--- src/rtl/frame_scaler_addr.sv ---
// frame_scaler_addr: maps the VGA raster position onto a camera frame buffer with
// integer zoom (1x/2x/4x/8x) and a movable window. Pixels outside the window show
// BORDER_COLOR. Fixed 4-edge latency from pos_x/pos_y to pixel_out.
//
// Ports:
//   clk          pixel clock
//   rst          synchronous, active-high reset
//   pos_x/pos_y  current VGA raster position
//   sync_in      {Hsync_n, Vsync_n} from the VGA driver
//   scale        zoom mode (0=1x, 1=2x, 2=4x, 3=8x), captured at (0,0)
//   off_x/off_y  window top-left corner on the display, captured at (0,0)
//   rd_addr      frame-buffer read address (registered)
//   rd_data      frame-buffer data, valid one edge after rd_addr
//   pixel_out    pixel to the VGA output
//   sync_out     sync_in delayed to align with pixel_out
//   frame_start  one-cycle pulse when pixel_out carries position (0,0)
module frame_scaler_addr #(
  parameter int unsigned    CAM_SCREEN_X = 160,
  parameter int unsigned    CAM_SCREEN_Y = 120,
  parameter int unsigned    AW           = 15,
  parameter int unsigned    DW           = 12,
  parameter logic [DW-1:0]  BORDER_COLOR = {DW{1'b0}}
) (
  input  logic          clk,
  input  logic          rst,
  input  logic [9:0]    pos_x,
  input  logic [9:0]    pos_y,
  input  logic [1:0]    sync_in,
  input  logic [1:0]    scale,
  input  logic [9:0]    off_x,
  input  logic [9:0]    off_y,
  output logic [AW-1:0] rd_addr,
  input  logic [DW-1:0] rd_data,
  output logic [DW-1:0] pixel_out,
  output logic [1:0]    sync_out,
  output logic          frame_start
);

  // Spare/black location just past the image.
  localparam int unsigned   OutAddr  = CAM_SCREEN_X * CAM_SCREEN_Y;
  localparam logic [AW-1:0] OutAddrW = AW'(OutAddr);
  localparam logic [13:0]   CamX14   = 14'(CAM_SCREEN_X);
  localparam logic [13:0]   CamY14   = 14'(CAM_SCREEN_Y);

  // Shadow copies of the window controls, only updated at (0,0).
  logic [1:0] scale_s;
  logic [9:0] off_x_s, off_y_s;

  // The (0,0) pixel itself already uses the new controls, so bypass the shadow there.
  logic       at_origin;
  logic [1:0] scale_e;
  logic [9:0] off_x_e, off_y_e;

  logic signed [10:0] dx_c, dy_c;
  logic [13:0]        lim_x, lim_y;
  logic               in_win_c;
  logic [9:0]         sx_c, sy_c;

  always_comb begin
    at_origin = (pos_x == 10'd0) && (pos_y == 10'd0);
    scale_e   = at_origin ? scale : scale_s;
    off_x_e   = at_origin ? off_x : off_x_s;
    off_y_e   = at_origin ? off_y : off_y_s;
    dx_c      = $signed({1'b0, pos_x}) - $signed({1'b0, off_x_e});
    dy_c      = $signed({1'b0, pos_y}) - $signed({1'b0, off_y_e});
    lim_x     = CamX14 << scale_e;
    lim_y     = CamY14 << scale_e;
    // Sign bit clear means dx/dy fit in 10 unsigned bits.
    in_win_c  = !dx_c[10] && !dy_c[10] &&
                ({4'd0, dx_c[9:0]} < lim_x) && ({4'd0, dy_c[9:0]} < lim_y);
    sx_c      = dx_c[9:0] >> scale_e;
    sy_c      = dy_c[9:0] >> scale_e;
  end

  // Stage 1 registers
  logic [9:0] sx_q, sy_q;
  logic       win1_q, fs1_q;
  logic [1:0] sync1_q;
  // Stage 2 side-band (address is rd_addr itself)
  logic       win2_q, fs2_q;
  logic [1:0] sync2_q;
  // Aligned with rd_data coming out of the frame buffer
  logic       win3_q, fs3_q;
  logic [1:0] sync3_q;

  // Truncation to AW bits is the intended behaviour for oversized products.
  logic [AW-1:0] addr_c;
  always_comb begin
    addr_c = AW'(sx_q) + AW'(sy_q) * AW'(CAM_SCREEN_X);
  end

  always_ff @(posedge clk) begin
    if (rst) begin
      scale_s     <= 2'd0;
      off_x_s     <= 10'd0;
      off_y_s     <= 10'd0;
      sx_q        <= 10'd0;
      sy_q        <= 10'd0;
      win1_q      <= 1'b0;
      fs1_q       <= 1'b0;
      sync1_q     <= 2'b11;
      rd_addr     <= OutAddrW;
      win2_q      <= 1'b0;
      fs2_q       <= 1'b0;
      sync2_q     <= 2'b11;
      win3_q      <= 1'b0;
      fs3_q       <= 1'b0;
      sync3_q     <= 2'b11;
      pixel_out   <= BORDER_COLOR;
      frame_start <= 1'b0;
      sync_out    <= 2'b11;
    end else begin
      if (at_origin) begin
        scale_s <= scale;
        off_x_s <= off_x;
        off_y_s <= off_y;
      end
      // Stage 1
      sx_q        <= sx_c;
      sy_q        <= sy_c;
      win1_q      <= in_win_c;
      fs1_q       <= at_origin;
      sync1_q     <= sync_in;
      // Stage 2
      rd_addr     <= win1_q ? addr_c : OutAddrW;
      win2_q      <= win1_q;
      fs2_q       <= fs1_q;
      sync2_q     <= sync1_q;
      // Frame buffer read edge
      win3_q      <= win2_q;
      fs3_q       <= fs2_q;
      sync3_q     <= sync2_q;
      // Stage 3
      pixel_out   <= win3_q ? rd_data : BORDER_COLOR;
      frame_start <= fs3_q;
      sync_out    <= sync3_q;
    end
  end

endmodule

--- config.mk ---
export PLATFORM = sky130hd
export DESIGN_NAME = frame_scaler_addr
export DESIGN_NICKNAME = d
export VERILOG_FILES = /design/src/rtl/frame_scaler_addr.sv
export SDC_FILE = /design/constraint.sdc
export NUM_CORES = 1
export LEC_CHECK = 0
export CORE_MARGIN = 1
export CORE_UTILIZATION = 50
export DETAILED_ROUTE_END_ITERATION = 8
export GPL_TIMING_DRIVEN = 0
export HOLD_SLACK_MARGIN = 0.06
export PLACE_DENSITY = 0.83
export RECOVER_POWER = 25
export SLEW_MARGIN = 20
export SYNTH_ARGS = -nofsm -noshare
export SYNTH_HDL_FRONTEND = slang
export SYNTH_SLANG_ARGS = --single-unit
--- constraint.sdc ---
create_clock -name clk -period 6.8 [get_ports clk]
set_input_delay 1.36 -clock clk [delete_from_list [all_inputs] [get_ports clk]]
set_output_delay 1.36 -clock clk [all_outputs]
set_load 0.01 [all_outputs]
==> results of run 1 <==
==> per-layer routing <==
layer  vias up  track usage  wire length, um
li1       1944            -                -
met3        25       0.0372              587
met5         -            0                0
met4         0        0.118              312
met1      1799        0.265             4480
met2       129        0.408             5180
==> logic make-up after synthesis <==
| logic type | count (synthesis) | synth area share |
|---|---|---|
| multiplexers | 28 | 0.0615 |
| adder cells (fa/ha/maj) | 51 | 0.145 |
| AO/OA/AOI/OAI | 96 | 0.143 |
| buffers and inverters | 49 | 0.0424 |
| AND/OR/NAND/NOR | 169 | 0.195 |
| XOR/XNOR | 24 | 0.0473 |
| flip-flops | 84 | 0.366 |
==> cells in the mapped netlist (all sizes together), types with 3 or more instances <==
master / n
dfxtp: 84
nor2: 52
ha: 47
inv: 30
a21oi: 26
mux2i: 26
nand2: 25
a211oi: 22
and2: 20
xnor2: 18
nor2b: 15
o21ai: 15
nor3: 12
clkbuf: 10
nand3: 10
buf: 9
nand2b: 9
or2: 9
nor4: 8
a21o: 6
xor2: 6
fa: 4
o21a: 4
o31ai: 4
a311oi: 3
and3: 3
o21bai: 3
==> power groups by stage <==
stage / combinational [W] / sequential (W) / clock (W)
6_report: 0.000201 / 0.000508 / 0.000362
5_1_grt: 0.000223 / 0.000509 / 0.000393
4_1_cts: 0.000199 / 0.000508 / 0.000371
3_5_place_dp: 0.000197 / 0.000519 / 0
3_3_place_gp: 0.000191 / 0.000519 / 0
2_1_floorplan: 0.000128 / 0.000518 / 0
==> state kept, by name, indices dropped and copies added (netlist names) <==
| signal | cells |
|---|---|
| fs2_q | 1 |
| fs1_q | 1 |
| off_x_s | 10 |
| sync1_q | 2 |
| sy_q | 10 |
| win1_q | 1 |
| win2_q | 1 |
| off_y_s | 10 |
| sync2_q | 2 |
| scale_s | 2 |
| win3_q | 1 |
| sync_out | 2 |
| rd_addr | 15 |
| pixel_out | 12 |
| frame_start | 1 |
| sx_q | 10 |
| sync3_q | 2 |
| fs3_q | 1 |
==> layout make-up <==
class                           count  area [um^2]
Fill cell                         744         2980
Buffer                             19         85.1
Clock buffer                        9          124
Clock inverter                      7         76.3
Sequential cell                    84         1680
Multi-Input combinational cell    368         2740
Tap cell                          108          135
Timing Repair Buffer               87          871
Inverter                           30          113
==> per-stage QoR <==
stage / total power (W) / setup slack, ps
6_report: 0.00107 / 275
4_1_cts: 0.00108 / 81.1
2_1_floorplan: 0.000646 / 1260
3_5_place_dp: 0.000717 / -485
3_3_place_gp: 0.000709 / -417
5_1_grt: 0.00113 / 33.4
==> worst max path at each step <==
stage                        start  endpoint  slack [ps]  cells past startpoint
after floorplan           pos_x[7]    win1_q        1260                     21
after global placement    pos_x[7]    win1_q        -420                     22
after detailed placement  pos_x[7]    win1_q        -490                     22
after CTS                 pos_x[7]    win1_q          80                     22
after global routing      pos_x[7]    win1_q          30                     22
final                     pos_x[2]    win1_q         270                     22
==> flow_metrics.tcl, run 1 <==
set metrics [dict create \
    status "finished, violations left" \
    violations "design-rule violations" \
    fmax_mhz 153 \
    num_vias 3897 \
    ant_nets 0 \
    netlist_instances 501 \
    post_cts_buffers 0 \
    report.final.slew_viol_count 0 \
    io_buffers 87 \
    final_cells 712 \
    ys_seq_elements 84 \
    finalCriticalPeriod_ps 6530 \
    clockBufferDepth 2 \
    power_frac_seq 0.474 \
    drt-total-wl_mm 10.6 \
    p_switching_w 0.000323 \
    crit_path_top_delay_cell "clkdlybuf4s50_1" \
    antenna_found_initial 0 \
    grt.overflow.total 0 \
    clk_pin_slew_ps 100 \
    cts_tree "done" \
    max_stage_delay_ps 570 \
    synthToLayoutAreaGrowth_pct 26.7 \
    clk_latency_ps 360 \
    synth_top_area_frac 0.366 \
    rsz0062_at_grt "no" \
    hpwl_mm 8.37 \
    fp.dieH_um 97.9 \
    min-delay-start "sync2_q[1]" \
    cp_max_fo 10 \
    syn_avg_cell_area_um2 9.18 \
    timing.max_cap.violations 0 \
    yosys.area.top_type "dfxtp_1" \
    whs_ps 419 \
    routabilityCongestion 0.916 \
    setup_tns_ps 0 \
    required_ps 7050 \
    antenna_cells 0 \
    start_util 0.522 \
    track_usage 0.229 \
    grt_pass1_wl_mm 17.6 \
    post_cts_resized 1 \
    fin_crit_sh 0.960 \
    die_area_um2 9590 \
    synth_seq_area_share 0.366 \
    synth_warnings 0 \
    p_clk_frac 0.338 \
    synth_edf_count 0 \
    synth_cell_types 54 \
    cts.sinks 84 \
    final_area_um2 5830 \
    r2r_start "off_x_s[0]" \
    end_kind "flip-flop" \
    first_global_vias 3991 \
    power.density_nw_per_um2 184 \
    p_sw_frac 0.301 \
    drt-initial-drc-count 175 \
    core-area_um2 8810 \
    critical_path_class "input pin to flip-flop" \
    wire_per_inst_um 14.8 \
    comb_power_share 0.188 \
    hold_viol 0 \
    drive_above_1_share 0.0877 \
    worstPathCellList "clkdlybuf4s50_1, nor4_4, nand3_2, nor2_2, buf_2, clkbuf_4, mux2i_1, ha_1, a21o_1, a21oi_2, o21a_1, o21ai_1, xnor2_2, inv_1, ha_1, o21a_1, o21a_1, o21ai_0, nand2b_1, a221oi_1, o31ai_1, nor4_2" \
    skew_ps 14.5 \
    worst_pin_slew_ps 891 \
    r2r_setup_slack_ps 2780 \
    hold_buffers 0 \
    fp-row-count 34 \
    worst_setup_path_start_kind "input pin" \
    dpl_cell_area_um2 5610 \
    r2r-end "win1_q" \
    peakVddDrop_uv 117 \
    holdPathEnd "sync3_q[1]" \
    vias_per_cell 5.47 \
    hold_path_depth 1 \
    synthFlopType "dfxtp_1" \
    layout_common_cells "dfxtp_1 (84), clkdlybuf4s50_1 (80), nor2_1 (51)" \
    grt_max_degree 19 \
    root_buffer "clkbuf_8" \
    synth_area_leaders "dfxtp_1 (37%), ha_1 (13%), mux2i_1 (5.7%), nor2_1 (4.2%), a211oi_1 (3.3%)" \
    max_slew_margin 0.389 \
    dr.pass1.iters 7 \
    hold_class "flip-flop to flip-flop" \
    ys_async_sr_fraction 0 \
    nets 708 \
    die-width_um 97.9 \
    cts_buffers 9 \
    p_int_w 0.000749 \
    syn_nets 610 \
    crit_path_frequent_cell "o21a_1" \
    rr_worst_depth 17 \
    drcViolationCount 10 \
    utilization 0.662 \
    cp_top_family "compound AO/OA/AOI/OAI gates" \
    synth_area_um2 4600 \
    p_leak_nw 2.44 \
    arrival_ps 6780 \
    dp.cells 696 \
    h-tree-depth 3 \
    setup_viol 0 \
    final_common_cell "dfxtp_1" \
    cp.buffers_inverters 4 \
    ioPinCount 88 \
]
Power figures use the tool's default switching activity.
==> run 2: changes to the inputs <==
Settings changed: CORE_ASPECT_RATIO from default to 1.75, PLACE_DENSITY 0.83 to default, PLACE_DENSITY_LB_ADDON from default to 0.2.
==> flow_metrics.tcl, run 2 (synthesis results as in run 1) <==
set metrics [dict create \
    setup_viol 0 \
    grtUsageMet1 0.239 \
    grt.overflow.total 0 \
    arrival_ps 6720 \
    p_leak_nw 2.49 \
    status "completed" \
    fp.dieH_um 129 \
    fmax_mhz 154 \
    nets 708 \
    top_register "rd_addr" \
    clk_latency_ps 340 \
    grt-busiest-layer "met2" \
    cts_tree "done" \
    finalCriticalPeriod_ps 6480 \
    routabilityCongestion 0.916 \
    p_clk_frac 0.408 \
    io_buffers 87 \
    cts_buffers 9 \
    p_int_w 0.000864 \
    dr.pass1.iters 5 \
    ant_nets 0 \
    end_kind "flip-flop" \
    report.final.slew_viol_count 0 \
    track_usage 0.256 \
    start_util 0.512 \
    antenna_found_initial 0 \
    hold_viol 0 \
    grt_max_degree 19 \
    post_cts_buffers 0 \
    post_cts_resized 1 \
    root_buffer "clkbuf_16" \
    worst_setup_path_start_kind "input pin" \
    hpwl_mm 9.21 \
    comb_power_share 0.169 \
    die-width_um 74.5 \
    dpl_cell_area_um2 5620 \
    clk_pin_slew_ps 70 \
    largestRegisters "rd_addr x15, pixel_out x12" \
    cts.sinks 84 \
    fin_crit_sh 0.953 \
    synthToLayoutAreaGrowth_pct 29.0 \
    timing.max_cap.violations 0 \
    drt-total-wl_mm 11.4 \
    final_common_cell "dfxtp_1" \
    first_global_vias 3854 \
    drt-initial-drc-count 97 \
    core-area_um2 8980 \
    rsz0062_at_grt "no" \
    drive_above_1_share 0.0861 \
    power.density_nw_per_um2 202 \
    fp-row-count 46 \
    wire_per_inst_um 15.7 \
    clockBufferDepth 2 \
    use_met2 0.482 \
    max_slew_margin 0.362 \
    critical_path_class "input pin to flip-flop" \
    grt_pass1_wl_mm 18.1 \
    peakVddDrop_uv 137 \
    h-tree-depth 3 \
    required_ps 7040 \
    cp_max_fo 10 \
    largest_reg_flops 15 \
    layout_common_cells "dfxtp_1 (84), clkdlybuf4s50_1 (78), nor2_1 (51)" \
    p_sw_frac 0.281 \
    worst_pin_slew_ps 930 \
    p_switching_w 0.000337 \
    die_area_um2 9600 \
    drcViolationCount 0 \
    utilization 0.661 \
    ioPinCount 88 \
    skew_ps 9.15 \
    vias_per_cell 5.39 \
    antenna_cells 0 \
    final_area_um2 5940 \
    whs_ps 410 \
    num_vias 3899 \
    power_frac_seq 0.423 \
    hold_class "flip-flop to flip-flop" \
    grtUsageMet3 0.0384 \
    hold_buffers 0 \
]
-- run 2: critical path: stages --
cell and delay (ps):
clkdlybuf4s50_1 440, nor4_2 510, nand2_1 210, nor2_2 220
buf_2 340, clkbuf_4 330, mux2i_1 270, ha_1 310
a21o_1 210, a21oi_2 280, o21a_1 160, o21ai_1 150
xnor2_1 290, inv_1 80, ha_1 300, o21a_1 110
o21a_1 160, o21ai_0 150, nand2b_1 110, a221oi_1 300
o31ai_1 120, nor4_2 310
-- run 2: final cells by class --
type	count	area [um^2]
fillers	780	3040
flip-flops and latches	84	1680
clock buffers	9	225
plain buffers	19	85.1
clock inverters	7	76.3
repair buffers	87	871
multi-input cells	368	2730
well taps	120	150
inverters	30	113
-- run 2: worst paths after layout --
path	startpoint	endpoint	slack [ps]	depth (start not counted)
worst min register to register	sync2_q[1]	sync3_q[1]	410	1
worst max register to register	off_x_s[0]	win1_q	2960	17
worst min-delay path	sync2_q[1]	sync3_q[1]	410	1
worst max-delay path	pos_x[7]	win1_q	320	22
-- run 2: per-layer routing --
metal | share of wire | up-vias
met1 | 0.35 | 1780
met5 | 0 | -
li1 | - | 1948
met3 | 0.033 | 45
met4 | 0.065 | 0
met2 | 0.55 | 126
-- run 2: power by group through the flow --
| stage | clock network, W | logic, W | registers (W) |
|---|---|---|---|
| finish | 0.000490 | 0.000203 | 0.000508 |
| floorplan | 0 | 0.000128 | 0.000518 |
| detailed placement | 0 | 0.000201 | 0.000519 |
| global route | 0.000519 | 0.000226 | 0.000509 |
| global placement | 0 | 0.000196 | 0.000519 |
| CTS | 0.000500 | 0.000204 | 0.000508 |
-- run 2: per-stage QoR --
| stage | setup TNS [ps] | power (W) | instances | setup WS [ps] |
|---|---|---|---|---|
| after floorplan | 0 | 0.000646 | 501 | 1260 |
| after CTS | 0 | 0.00121 | 724 | 145 |
| after global placement | -399 | 0.000714 | 708 | -399 |
| after detailed placement | -424 | 0.000721 | 708 | -424 |
| final | 0 | 0.00120 | 724 | 321 |
| after global routing | 0 | 0.00125 | 724 | 19.9 |
==> run 3: changes to the inputs <==
Settings changed: CAP_MARGIN from default to 20.
==> results of run 3 <==
No change in the layout: final DEF, timing and power equal those of run 2.
